### config.mk
export PLATFORM = sky130hd
export DESIGN_NAME = interval_meter
export DESIGN_NICKNAME = d
export VERILOG_FILES = /design/src/rtl/interval_meter.sv
export SDC_FILE = /design/constraint.sdc
export NUM_CORES = 1
export LEC_CHECK = 0
export ABC_AREA = 1
export CAP_MARGIN = 5
export CORE_ASPECT_RATIO = 1.75
export CORE_MARGIN = 4
export CORE_UTILIZATION = 35
export CTS_CLUSTER_SIZE = 30
export DETAILED_ROUTE_END_ITERATION = 16
export PLACE_DENSITY = 0.6
export REMOVE_ABC_BUFFERS = 1
export SLEW_MARGIN = 20
export SYNTH_ARGS = -nofsm -noshare
export SYNTH_HDL_FRONTEND = slang
export SYNTH_SLANG_ARGS = --single-unit
### constraint.sdc
create_clock -name Clk -period 1.9 [get_ports Clk]
set_clock_uncertainty 0.05 [all_clocks]
set_input_delay 0.19 -clock Clk [delete_from_list [all_inputs] [get_ports Clk]]
set_output_delay 0.19 -clock Clk [all_outputs]
set_load 0.01 [all_outputs]
### src/rtl/interval_meter.sv
// Measures ms between successive rising edges of Event using a cycle prescaler.
// Latency: Value/Overflow/Valid registered at the posedge that samples the capturing edge.
// Backpressure: none; Valid is a one-cycle strobe and Value holds until the next capture.
module interval_meter #(
    parameter int MS_CYCLES = 50000,
    parameter int WIDTH     = 10
) (
    input  logic             Clk,
    input  logic             Rst,
    input  logic             Enable,
    input  logic             Clear,
    input  logic             Event,
    output logic [WIDTH-1:0] Value,
    output logic             Valid,
    output logic             Overflow,
    output logic             Busy
);

    typedef enum logic {
        S_IDLE = 1'b0,
        S_RUN  = 1'b1
    } state_t;

    localparam int              PW       = (MS_CYCLES > 1) ? $clog2(MS_CYCLES) : 1;
    localparam logic [PW-1:0]   PRE_LAST = PW'(MS_CYCLES - 1);
    localparam logic [WIDTH-1:0] CNT_MAX = '1;

    state_t           r_state;
    logic             r_evq;
    logic [PW-1:0]    r_pre;
    logic [WIDTH-1:0] r_cnt;
    logic             r_ovf;
    logic [WIDTH-1:0] r_value;
    logic             r_valid;
    logic             r_overflow;

    logic             w_rise;
    logic             w_wrap;
    logic             w_cnt_max;

    assign w_rise    = Event & ~r_evq & Enable;
    assign w_wrap    = (r_pre == PRE_LAST);
    assign w_cnt_max = (r_cnt == CNT_MAX);

    // evq resets high so a level already present at reset release is not an edge.
    always_ff @(posedge Clk or negedge Rst) begin
        if (!Rst) begin
            r_state    <= S_IDLE;
            r_evq      <= 1'b1;
            r_pre      <= '0;
            r_cnt      <= '0;
            r_ovf      <= 1'b0;
            r_value    <= '0;
            r_valid    <= 1'b0;
            r_overflow <= 1'b0;
        end else begin
            r_evq   <= Event;
            r_valid <= 1'b0;
            if (Clear) begin
                r_state <= S_IDLE;
                r_pre   <= '0;
                r_cnt   <= '0;
                r_ovf   <= 1'b0;
            end else begin
                case (r_state)
                    S_IDLE: begin
                        r_pre <= '0;
                        r_cnt <= '0;
                        r_ovf <= 1'b0;
                        if (w_rise) begin
                            r_state <= S_RUN;
                        end
                    end
                    S_RUN: begin
                        if (w_rise) begin
                            // A wrap coinciding with the capture still counts as a finished ms.
                            r_value    <= (w_wrap && !w_cnt_max) ? r_cnt + 1'b1 : r_cnt;
                            r_overflow <= r_ovf | (w_wrap & w_cnt_max);
                            r_valid    <= 1'b1;
                            r_pre      <= '0;
                            r_cnt      <= '0;
                            r_ovf      <= 1'b0;
                        end else if (Enable) begin
                            if (w_wrap) begin
                                r_pre <= '0;
                                if (w_cnt_max) begin
                                    r_ovf <= 1'b1;
                                end else begin
                                    r_cnt <= r_cnt + 1'b1;
                                end
                            end else begin
                                r_pre <= r_pre + 1'b1;
                            end
                        end
                    end
                    default: r_state <= S_IDLE;
                endcase
            end
        end
    end

    assign Value    = r_value;
    assign Valid    = r_valid;
    assign Overflow = r_overflow;
    assign Busy     = (r_state == S_RUN);

endmodule

## Yosys cells after proc, flatten, opt, wreduce, memory -nomap -nowiden

Cells that the tools add are included.

| storage, ports and cells | value |
|---|---|
| output and inout port bits | 13 |
| bits in registers | 41 |
| input port bits | 5 |

| operators by class | value |
|---|---|
| bitwise logic cells | 7 |
| reductions and logical operators | 5 |
| $add $sub $neg | 2 |
| multiplexer cells | 23 |
| equality and inequality tests | 6 |

Operators by type and width:

| kind | number |
|---|---|
| 16-bit two-way mux | 4 |
| 10-bit two-way mux | 6 |
| 16-bit case mux with 2 select lines | 1 |
| 10-bit case mux with 2 select lines | 1 |
| 16-bit by 1-bit adder with 16-bit output, second input constant | 1 |
| 16-bit == test, second input constant | 1 |
| 10-bit by 1-bit adder with 10-bit output, second input constant | 1 |
| 10-bit == test, second input constant | 1 |
| 1-bit two-way mux | 10 |
| 3-bit AND reduction | 3 |
| 4-bit by 2-bit != test with 1-bit output, second input constant | 2 |
| 4-bit by 3-bit != test with 1-bit output, second input constant | 1 |
| 4-bit != test, second input constant | 1 |
| 1-bit bitwise AND | 3 |
| 1-bit NOT | 3 |
| 1-bit case mux with 2 select lines | 1 |
| 1-bit logical AND | 1 |
| 1-bit zero test | 1 |
| 1-bit bitwise OR | 1 |

## Depth between registers and ports, before layout

Gate-level depths: netlist of run 1.

| depth | value |
|---|---|
| depth in word-level cells | 7 |
| mapped depth | 10 |
| depth with buffers taken out | 10 |

## Worst setup path after synthesis of run 1

Ideal clock, no wire load.

| timing path | value |
|---|---|
| path kind | reg-to-reg |
| start point | reg r_cnt[0] |
| end point | reg r_cnt[3] |
| cell stages (with the launch flop) | 10 |
| arrival | 1.395 ns |
| clock period less this slack | 1.563 ns |
| data required time | 1.732 ns |
| setup time | 0.118 ns |
| slack | 0.337 ns |
| path through | dfrtp_1 -> ha_1 -> nand3_2 -> nor2_4 -> nand4_2 -> clkinv_2 -> nor2_8 -> nand2_8 -> nand3_1 -> nand2_1 |

| between the ends | value |
|---|---|
| longest elaborated chain between the ends | 7 |

Ends and longest elaborated chain:

| item | line | text |
|---|---|---|
| start, declared | 31 | `logic [WIDTH-1:0] r_cnt;` |
| start signal, assigned | 89 | `r_cnt <= r_cnt + 1'b1;` |
| 10-bit by 1-bit adder with 10-bit output | 89 |  |
| 10-bit two-way mux | 86 | `if (w_cnt_max) begin` |
| 10-bit two-way mux | 84 | `if (w_wrap) begin` |
| 10-bit two-way mux | 83 | `end else if (Enable) begin` |
| 10-bit two-way mux | 75 | `if (w_rise) begin` |
| 10-bit case mux with 2 select lines | 65 | `case (r_state)` |
| 10-bit two-way mux | 59 | `if (Clear) begin` |

Parallel ways exist; a longest one is shown, timed or not. The select of a mux whose other input is x is not followed.
A chain may end at the register's enable or synchronous reset.

## Final worst setup path of run 1

| timing path | value |
|---|---|
| start point | reg r_pre[0] |
| end point | reg r_value[1] (netlist: Value[1]) |

| between the ends | value |
|---|---|
| longest elaborated chain between the ends | 3 |

Ends and longest elaborated chain:

| item | line | text |
|---|---|---|
| start, declared | 30 | `logic [PW-1:0] r_pre;` |
| start signal, assigned | 92 | `r_pre <= r_pre + 1'b1;` |
| 16-bit == test | 42 | `assign w_wrap = (r_pre == PRE_LAST);` |
| 1-bit logical AND | 77 | `r_value <= (w_wrap && !w_cnt_max) ? r_cnt + 1'b1 : r_cnt;` |
| 10-bit two-way mux | 77 |  |
| end signal, assigned | 77 |  |
| end, declared | 33 | `logic [WIDTH-1:0] r_value;` |

Every way passes these cells.

==> flow_summary_export.csv, run 1 <==
group,metric,value,unit
synth,synth_edf_count,0,
cts,cts_buffer_depth,2,
routing,remaining_drc_errors,0,
synth,area_share_of_the_largest_cell_type_after_synthesis,0.405,
worst_setup_path,cell_depth_of_the_worst_flop_to_flop_path,10,
sta,count_of_final_max_slew_check_failures,0,
worst_setup_path,cp_slowest_stage_delay,390,ps
finish,layout_cell_share_with_drive_strength_beyond_1,0.159,
cts,cts_root_buffer,"clkbuf_16",
routing,dr_wl_cell,12.9,µm
routing,detail_route.iter0.violations,106,
synth,synth.yosys.seq_area_share,0.416,
die,fp.dieW,71.5,µm
synth,async_set_or_reset_register_ratio_after_synthesis,1.00,
worst_setup_path,worst-path-stages,10,
finish,fin_cells,456,
worst_setup_path,worstPathMaxFanout,8,
synth,synth_top_family_by_area,"simple AND/OR/NAND/NOR gates",
synth,mappedNetlistArea,2470,µm²
synth,synth-warning-count,0,
routing,detail_route.first_pass.iterations,4,
die,start_util,0.360,
synth,synthAdderAreaFrac,0.0101,
pwr,p_leak,1.44,nW
sta,max_freq,0.577,GHz
die,row_count,40,
sta,period_minus_slack,1730,ps
worst_setup_path,critical-path-top-delay-family,"simple AND/OR/NAND/NOR gates",
worst_setup_path,worst_path_most_repeated_cell,"nand2_1",
job,max_cap_violations,0,
worst_setup_path,worstPathCellList,"ha_1, nand2_1, inv_2, nand4_1, inv_2, nand3_4, nand2_1, nand2_1, nand2_1, nand2_1",
global_route,grt_start_max_net_pins,22,
synth,share_of_synthesized_cell_area_in_and_or_nand_and_nor_gates,0.438,
synth,ys_top_cells_by_count,"nand2_1 (109), dfrtp_1 (40), nor2_1 (40)",
finish,area_delta_synth_final,23.6,%
worst_setup_path,setup.worst_path.class,"flip-flop to flip-flop",
global_route,antenna_violations_before_repair,0,
run_status,run_status,"finished, final reports clean",
cts,h-tree-depth,2,
cts,clkSlewWorstSetupHoldPaths,60,ps
cts,cts_sinks,41,
worst_setup_path,timing.rr.start,"r_pre[0]",
die,dieArea,8520,µm²
worst_setup_path,worstPathRequired,2030,ps
synth,postSynthRegisterBits,41,
worst_setup_path,start_kind,"flip-flop",
worst_setup_path,cp-startpoint,"r_pre[0]",
sta,final_min_period_over_clock_period,0.911,
pwr,max-vdd-ir-drop,0.469,mV
synth,synth_area_leaders,"dfrtp_1 (41%), nand2_1 (17%), nor2_1 (6.1%), nand3_1 (5.9%), inv_1 (5.5%)",
cts,cts-buffers-inserted,5,
global_route,track_usage,0.148,
sta,slew-limit-headroom,0.646,
sta,finalSetupViolations,0,
sta,transition_time_at_the_pin_with_the_least_slew_margin,531,ps
synth,muxShareOfSynthArea,0.00405,
die,die_height,119,µm
worst_setup_path,critPathSlowestCell,"dfrtp_1",
worst_setup_path,endpoint_kind,"flip-flop",
synth,synthXorXnorAreaFrac,0.0213,
finish,finalNetCount,378,
die,area_inside_the_core_boundary,6860,µm²
global_route,grt_pass1_vias,2161,
cts,cts_setup_buffers,0,
place,place.detailed.hpwl,4.60,mm
pwr,power.density_cell_area,698,nW/µm²
synth,synthesized_instance_count,336,
routing,route.detailed.vias_per_inst,4.84,
worst_setup_path,crit_buf_inv,2,
sta,final_hold_viol_count,0,
worst_setup_path,crit-reg2reg-capture,"Value[1]",
global_route,grt.overflow.total,0,
synth,synth_area_per_cell,7.35,µm²
die,boundaryPins,18,
place,place_congestion,0.864,
global_route,global_route_wire_length_before_repair,9.95,mm
cts,worst_skew_pair.late_latency,290,ps
worst_setup_path,r2r_setup_slack,170,ps
cts,tritoncts,"done",
synth,synth_compound_gate_area_share,0.0375,
routing,drt-total-wl,5.91,mm
worst_setup_path,timing.critical_path.arrival,1860,ps
synth,yosys.cell_types.count,32,
sta,tns,0,ps
place,dp.cells,447,
routing,routed_via_count,2209,
worst_hold_path,worst_hold_check_path_type,"input pin to flip-flop",
routing,final_antenna_net_count,0,
synth,most_numerous_cell_in_the_yosys_netlist,"nand2_1",
finish,diodes,0,
worst_setup_path,critical_path_sink,"Value[1]",
synth,yosys_most_used_dff,"dfrtp_1",
place,port-buffer-count,17,
synth,synth_top_area_cell,"dfrtp_1",
## flip-flops by register name (all words and copies together), names as in the netlist
| signal | cells |
|---|---|
| r_ovf | 1 |
| Busy | 1 |
| Overflow | 1 |
| r_pre | 16 |
| Value | 10 |
| r_cnt | 10 |
| r_evq | 1 |
| Valid | 1 |
## stage by stage
stage	area [µm²]	worst slack (ps)	power, mW	hold slack [ps]	util
3_3_place_gp	2840	77.9	1.05	152	0.414
6_report	3060	168	2.13	280	0.446
2_1_floorplan	2450	-25.4	0.967	-156	-
3_5_place_dp	2840	24.2	1.05	156	0.414
5_1_grt	3060	-7.42	2.21	288	0.446
4_1_cts	3040	56.4	2.16	279	0.443
## logic make-up (layout without fill, tap and decap cells)
kind of cell,Yosys count,in the layout
XOR/XNOR,6,6
adder cells (fa/ha/maj),2,2
buffers and inverters,47,83
multiplexers,1,1
flip-flops,41,41
AND/OR/NAND/NOR,221,221
AO/OA/AOI/OAI,18,18
## where the power goes
| group | leakage (nW) | total (mW) | switching [mW] | internal [mW] |
|---|---|---|---|---|
| Clock | 0.0938 | 1.10 | 0.346 | 0.750 |
| Combinational | 0.784 | 0.133 | 0.0713 | 0.0613 |
| Sequential | 0.565 | 0.903 | 0.0102 | 0.892 |
## how the worst min path moves through the flow
stage	end	startpoint	depth (start not counted)	slack, ps
6_report	r_evq	Event	1	280
3_5_place_dp	r_cnt[4]	Rst	1	160
5_1_grt	r_evq	Event	1	290
3_3_place_gp	r_cnt[2]	Rst	1	150
4_1_cts	r_evq	Event	1	280
2_1_floorplan	Busy	Rst	0	-160
## per-layer routing
metal	wire length [µm]	vias to the layer above	track usage
li1	-	1136	-
met1	2300	1024	0.156
met2	3310	36	0.282
met3	148	13	0.0228
met4	148	0	0.0576
met5	0	-	0
## worst register-to-register path: cells and delay by family (launching register included)
family                   cells  cell delay (ps)
AND/OR/NAND/NOR              7              740
buffers and inverters        2              260
adder cells (fa/ha/maj)      1              180
flip-flops                   1              390
## timing repair
item	CTS	global route
resized for setup	0	5
hold buffers	1	0
endpoints found under the setup margin	0	7
endpoints found under the hold margin	19	0
## placed cells by master (no fill, tap or decap), types with 5 or more instances in the layout
master	count
o21ai_0	5
clkdlybuf4s50_1	16
nand4_1	10
nor3_1	5
buf_4	13
nor2_1	39
inv_1	34
clkbuf_16	5
nand3_1	29
nand3_2	7
dfrtp_1	40
a21oi_1	8
inv_2	7
nand2_1	109
## layout make-up
class                   count  area (µm²)
flip-flops and latches     41        1030
repair buffers             32         293
inverters                  43         163
clock inverters             3        65.1
clock buffers               5         125
well taps                  84         105
fillers                   681        3800
multi-input cells         248        1280
Power figures use the tool's default switching activity.
==> inputs of run 2 (changes only) <==
--- a/config.mk
+++ b/config.mk
@@ -10,8 +10,9 @@
 export CORE_ASPECT_RATIO = 1.75
 export CORE_MARGIN = 4
 export CORE_UTILIZATION = 35
-export CTS_CLUSTER_SIZE = 30
+export CTS_CLUSTER_SIZE = 25
 export DETAILED_ROUTE_END_ITERATION = 16
+export GPL_TIMING_DRIVEN = 0
 export PLACE_DENSITY = 0.6
 export REMOVE_ABC_BUFFERS = 1
 export SLEW_MARGIN = 20
==> flow_summary_export.csv, run 2 (synthesis gave the netlist of run 1 again) <==
group,metric,value,unit
sta,count_of_final_max_slew_check_failures,0,
worst_setup_path,start_kind,"input pin",
place,place.detailed.hpwl,4.46,mm
global_route,antenna_violations_before_repair,0,
place,cell_area_reported_after_detailed_placement,2750,µm²
routing,detail_route.iter0.violations,148,
place,place_congestion,0.885,
die,row_count,40,
global_route,grt_pass1_vias,2164,
sta,rsz0062_at_grt,"false",
sta,period_minus_slack,1730,ps
die,fp.dieW,71.5,µm
die,boundaryPins,18,
finish,layout.cells.most_common_list,"nand2_1 (108), dfrtp_1 (39), nor2_1 (37)",
pwr,total_power,1.95,mW
job,max_cap_violations,0,
routing,detail_route.first_pass.iterations,5,
pwr,p_leak,1.42,nW
place,port-buffer-count,17,
routing,drt-total-wl,5.95,mm
worst_setup_path,endpoint_kind,"flip-flop",
routing,final_antenna_net_count,0,
cts,h-tree-depth,2,
sta,finalSetupViolations,0,
routing,route.detailed.vias_per_inst,4.87,
finish,area_delta_synth_final,23.3,%
worst_setup_path,worstPathMaxFanout,16,
global_route,global_route_wire_length_before_repair,10.1,mm
finish,finalNetCount,377,
die,die_height,119,µm
cts,worst_skew_pair.late_latency,290,ps
sta,final_hold_viol_count,0,
sta,hold_slack,294,ps
pwr,power.density_cell_area,639,nW/µm²
worst_hold_path,startpoint_of_the_worst_hold_path,"Event",
routing,dr_wl_cell,13.1,µm
finish,layout_cell_share_with_drive_strength_beyond_1,0.173,
worst_hold_path,worst_hold_check_path_type,"input pin to flip-flop",
sta,slew-limit-headroom,0.667,
routing,routed_via_count,2215,
worst_setup_path,timing.critical_path.arrival,1860,ps
cts,cts_sinks,41,
worst_setup_path,setup.worst_path.class,"input pin to flip-flop",
die,dieArea,8520,µm²
routing,remaining_drc_errors,0,
worst_setup_path,worstPathRequired,2030,ps
finish,stdcell_area,3050,µm²
run_status,run_status,"finished, final reports clean",
cts,cts_buffer_depth,2,
global_route,grt_start_max_net_pins,23,
finish,most_common_cell_after_layout_fill_and_taps_aside,"nand2_1",
finish,diodes,0,
cts,cts_root_buffer,"clkbuf_16",
sta,transition_time_at_the_pin_with_the_least_slew_margin,500,ps
cts,cts-buffers-inserted,5,
cts,clkSlewWorstSetupHoldPaths,60,ps
die,start_util,0.360,
global_route,track_usage,0.151,
cts,tritoncts,"done",
die,area_inside_the_core_boundary,6860,µm²
worst_setup_path,timing.rr.start,"r_pre[0]",
finish,largest_register_ffs,16,
finish,regMostFlops,"r_pre",
sta,max_freq,0.578,GHz
sta,final_min_period_over_clock_period,0.910,
pwr,max-vdd-ir-drop,0.493,mV
global_route,grt.overflow.total,0,
worst_setup_path,cp-startpoint,"Enable",
[run 2: critical path, stage by stage]
cell             delay [ps]
clkdlybuf4s50_1         620
inv_2                    70
nand3_4                 220
nand2_1                 130
nor3_2                  320
nand2_1                 110
o21ai_1                 140
nor2_1                   50
[run 2: repair_timing]
action / CTS / global route
setup endpoints to repair: 24 / 33
pin swaps: 0 / 3
resized for setup: 2 / 9
hold buffers: 1 / 0
endpoints found under the hold margin: 19 / 0
buffers inserted: 0 / 12
[run 2: cell type report]
type / count / area (µm²)
fill: 697 / 3810
multi-input combinational: 248 / 1290
sequential: 41 / 1030
timing repair buffer: 31 / 293
inverter: 43 / 170
clock buffer: 7 / 153
tap: 84 / 105
clock inverter: 1 / 5.00
[run 2: routing by layer]
metal,vias to the layer above,wire (µm),track usage,part of all wire
li1,1136,-,-,-
met1,1047,2290,0.154,0.38
met2,24,3370,0.285,0.57
met3,8,169,0.0321,0.028
met4,0,117,0.0671,0.020
met5,-,0,0,0
[run 2: power by group]
| group | internal [mW] | switching, mW | total [mW] |
|---|---|---|---|
| Clock | 0.557 | 0.351 | 0.908 |
| Sequential | 0.892 | 0.00995 | 0.902 |
| Combinational | 0.0656 | 0.0719 | 0.138 |
| Total | 1.51 | 0.433 | 1.95 |
[run 2: path summary, 6_finish.rpt]
check / end / cells past startpoint / slack (ps)
min reg2reg: Value[2] / 2 / 430
max in group asynchronous: r_evq / 3 / 900
min: r_evq / 1 / 290
max reg2reg: r_pre[5] / 8 / 190
max: r_pre[9] / 8 / 170
min in group asynchronous: Value[2] / 2 / 350
[run 2: stage by stage]
| step | utilization | worst slack (ps) | TNS, ps | cells |
|---|---|---|---|---|
| 3_3_place_gp | 0.398 | -901 | -45570 | 433 |
| 4_1_cts | 0.427 | 5.37 | 0 | 443 |
| 2_1_floorplan | - | -25.4 | -76.7 | 332 |
| 5_1_grt | 0.444 | 8.67 | 0 | 455 |
| 6_report | 0.444 | 171 | 0 | 455 |
| 3_5_place_dp | 0.401 | -510 | -12120 | 434 |
==> inputs of run 3 (changes only) <==
--- a/config.mk
+++ b/config.mk
@@ -10,10 +10,12 @@
 export CORE_ASPECT_RATIO = 1.75
 export CORE_MARGIN = 4
 export CORE_UTILIZATION = 35
+export CTS_CLUSTER_DIAMETER = 30
 export CTS_CLUSTER_SIZE = 25
 export DETAILED_ROUTE_END_ITERATION = 16
 export GPL_TIMING_DRIVEN = 0
 export PLACE_DENSITY = 0.6
+export RECOVER_POWER = 50
 export REMOVE_ABC_BUFFERS = 1
 export SLEW_MARGIN = 20
 export SYNTH_ARGS = -nofsm -noshare
==> flow_summary_export.csv, run 3 (synthesis gave the netlist of run 1 again) <==
group,metric,value,unit
finish,diodes,0,
finish,area_delta_synth_final,23.2,%
die,fp.dieW,71.5,µm
finish,fillCellCount,698,
routing,detail_route.first_pass.iterations,5,
routing,remaining_drc_errors,0,
finish,multiInputGateArea,1290,µm²
worst_setup_path,cp_slowest_stage_delay,620,ps
worst_setup_path,timing.critical_path.arrival,1860,ps
worst_setup_path,start_kind,"input pin",
finish,most_common_cell_after_layout_fill_and_taps_aside,"nand2_1",
place,dp.cells,434,
pwr,switching_portion_of_total_power,0.223,
routing,detail_route.iter0.violations,148,
cts,cts_root_buffer,"clkbuf_16",
cts,cts_sinks,41,
sta,final_hold_viol_count,0,
routing,routed_via_count,2224,
global_route,grt_pass1_vias,2164,
global_route,antenna_violations_before_repair,0,
cts,h-tree-depth,2,
sta,final_min_period_over_clock_period,0.910,
pwr,clock_network_power_share,0.467,
worst_setup_path,critPathSlowestCell,"clkdlybuf4s50_1",
die,dieArea,8520,µm²
pwr,total_power,1.95,mW
finish,sequential_cell_area,1030,µm²
finish,finalNetCount,377,
pwr,p_leak,1.43,nW
pwr,intPower,1.51,mW
sta,hold_slack,294,ps
worst_setup_path,endpoint_kind,"flip-flop",
finish,layout_cell_share_with_drive_strength_beyond_1,0.170,
die,area_inside_the_core_boundary,6860,µm²
sta,transition_time_at_the_pin_with_the_least_slew_margin,1200,ps
job,max_cap_violations,0,
global_route,track_usage,0.151,
finish,fin_cells,455,
cts,clkSlewWorstSetupHoldPaths,60,ps
cts,tritoncts,"done",
global_route,grt_start_max_net_pins,23,
finish,regMostFlops,"r_pre",
cts,worst_skew_pair.late_latency,290,ps
routing,final_antenna_net_count,0,
finish,largest_register_ffs,16,
routing,dr_wl_cell,13.0,µm
sta,final_critical_path_setup_slack,172,ps
worst_setup_path,worst_path_most_repeated_cell,"nand2_1",
place,dp_slack,-510,ps
routing,drt-total-wl,5.93,mm
worst_setup_path,worstPathMaxFanout,9,
cts,cts_buffer_depth,2,
routing,route.detailed.vias_per_inst,4.89,
worst_setup_path,setup.worst_path.class,"input pin to flip-flop",
place,port-buffer-count,17,
global_route,global_route_wire_length_before_repair,10.1,mm
place,place.detailed.hpwl,4.46,mm
sta,max_freq,0.579,GHz
cts,cts-buffers-inserted,5,
pwr,max-vdd-ir-drop,0.493,mV
global_route,grt.overflow.total,0,
sta,slew-limit-headroom,0.201,
place,place_congestion,0.885,
run_status,run_status,"finished, final reports clean",
pwr,power.density_cell_area,639,nW/µm²
pwr,combinationalPowerShare,0.070,
worst_setup_path,worstPathRequired,2030,ps
worst_hold_path,worst_hold_check_path_type,"input pin to flip-flop",
die,die_height,119,µm
sta,finalSetupViolations,0,
pwr,switching_power,433,µW
worst_setup_path,worstPathCellList,"clkdlybuf4s50_1, nand2_1, inv_1, nor2_4, buf_4, nand2_1, clkinvlp_4, nand3_1, nand2_1",
sta,period_minus_slack,1730,ps
die,row_count,40,
pwr,p_seq_frac,0.464,
sta,rsz0062_at_grt,"false",
sta,count_of_final_max_slew_check_failures,0,
worst_setup_path,r2r_setup_slack,180,ps
die,boundaryPins,18,
finish,layout.cells.most_common_list,"nand2_1 (108), dfrtp_1 (39), nor2_1 (37)",
die,start_util,0.360,
==> run 3: cell types whose count changed in the layout (fill, tap and decap cells not counted), sizes merged <==
| cell | previous run | this run |
|---|---|---|
| clkdlybuf4s50 | 16 | 13 |
| clkbuf | 7 | 8 |
| dlygate4sd3 | 1 | 4 |
| buf | 14 | 13 |
==> run 3: cell type report <==
class / instances / area share
Multi-Input combinational cell: 248 / 0.424
Sequential cell: 41 / 0.338
Timing Repair Buffer: 31 / 0.0957
Inverter: 43 / 0.0559
Clock buffer: 7 / 0.0501
Tap cell: 84 / 0.0345
Clock inverter: 1 / 0.00164
==> run 3: layer usage <==
metal	up-vias	global-route usage	wire, µm
met5	-	0	0
met2	28	0.285	3380
met1	1051	0.154	2270
met3	8	0.0321	169
met4	0	0.0671	117
li1	1137	-	-
==> run 3: path summary, 6_finish.rpt <==
kind / start / to / cells after the start
min reg2reg: Value[1] / Value[1] / 2
min: Event / r_evq / 1
max reg2reg: r_pre[0] / r_pre[5] / 8
min in group asynchronous: Rst / Value[2] / 2
max: Enable / r_cnt[3] / 9
max in group asynchronous: Rst / r_evq / 3
==> run 3: worst max-delay path, delay by kind of cell <==
family / cells / cell delay (ps)
and+or+nand+nor: 5 / 510
buffers and inverters: 4 / 1150
==> run 3: what timing repair did <==
| item | CTS | global route |
|---|---|---|
| hold buffers | 1 | 0 |
| hold endpoints to repair | 19 | 0 |
| resized for setup | 2 | 9 |
| endpoints found under the setup margin | 24 | 33 |
| pin swaps | 0 | 3 |
| gates cloned | 0 | 0 |
| buffers inserted | 0 | 12 |
==> run 3: power groups by stage <==
stage	Clock, mW	Sequential, mW	Combinational (mW)
floorplan	0	0.927	0.0401
detailed placement	0	0.920	0.128
global placement	0	0.920	0.121
finish	0.908	0.902	0.135
CTS	0.926	0.904	0.131
global route	0.972	0.904	0.152
==> run 3: stage by stage <==
stage                     area [µm²]  utilization  setup TNS, ps
after floorplan                 2450            -          -76.7
after global placement          2730        0.398         -45570
after detailed placement        2750        0.401         -12120
after CTS                       2930        0.427              0
after global routing            3050        0.444              0
final                           3050        0.444              0
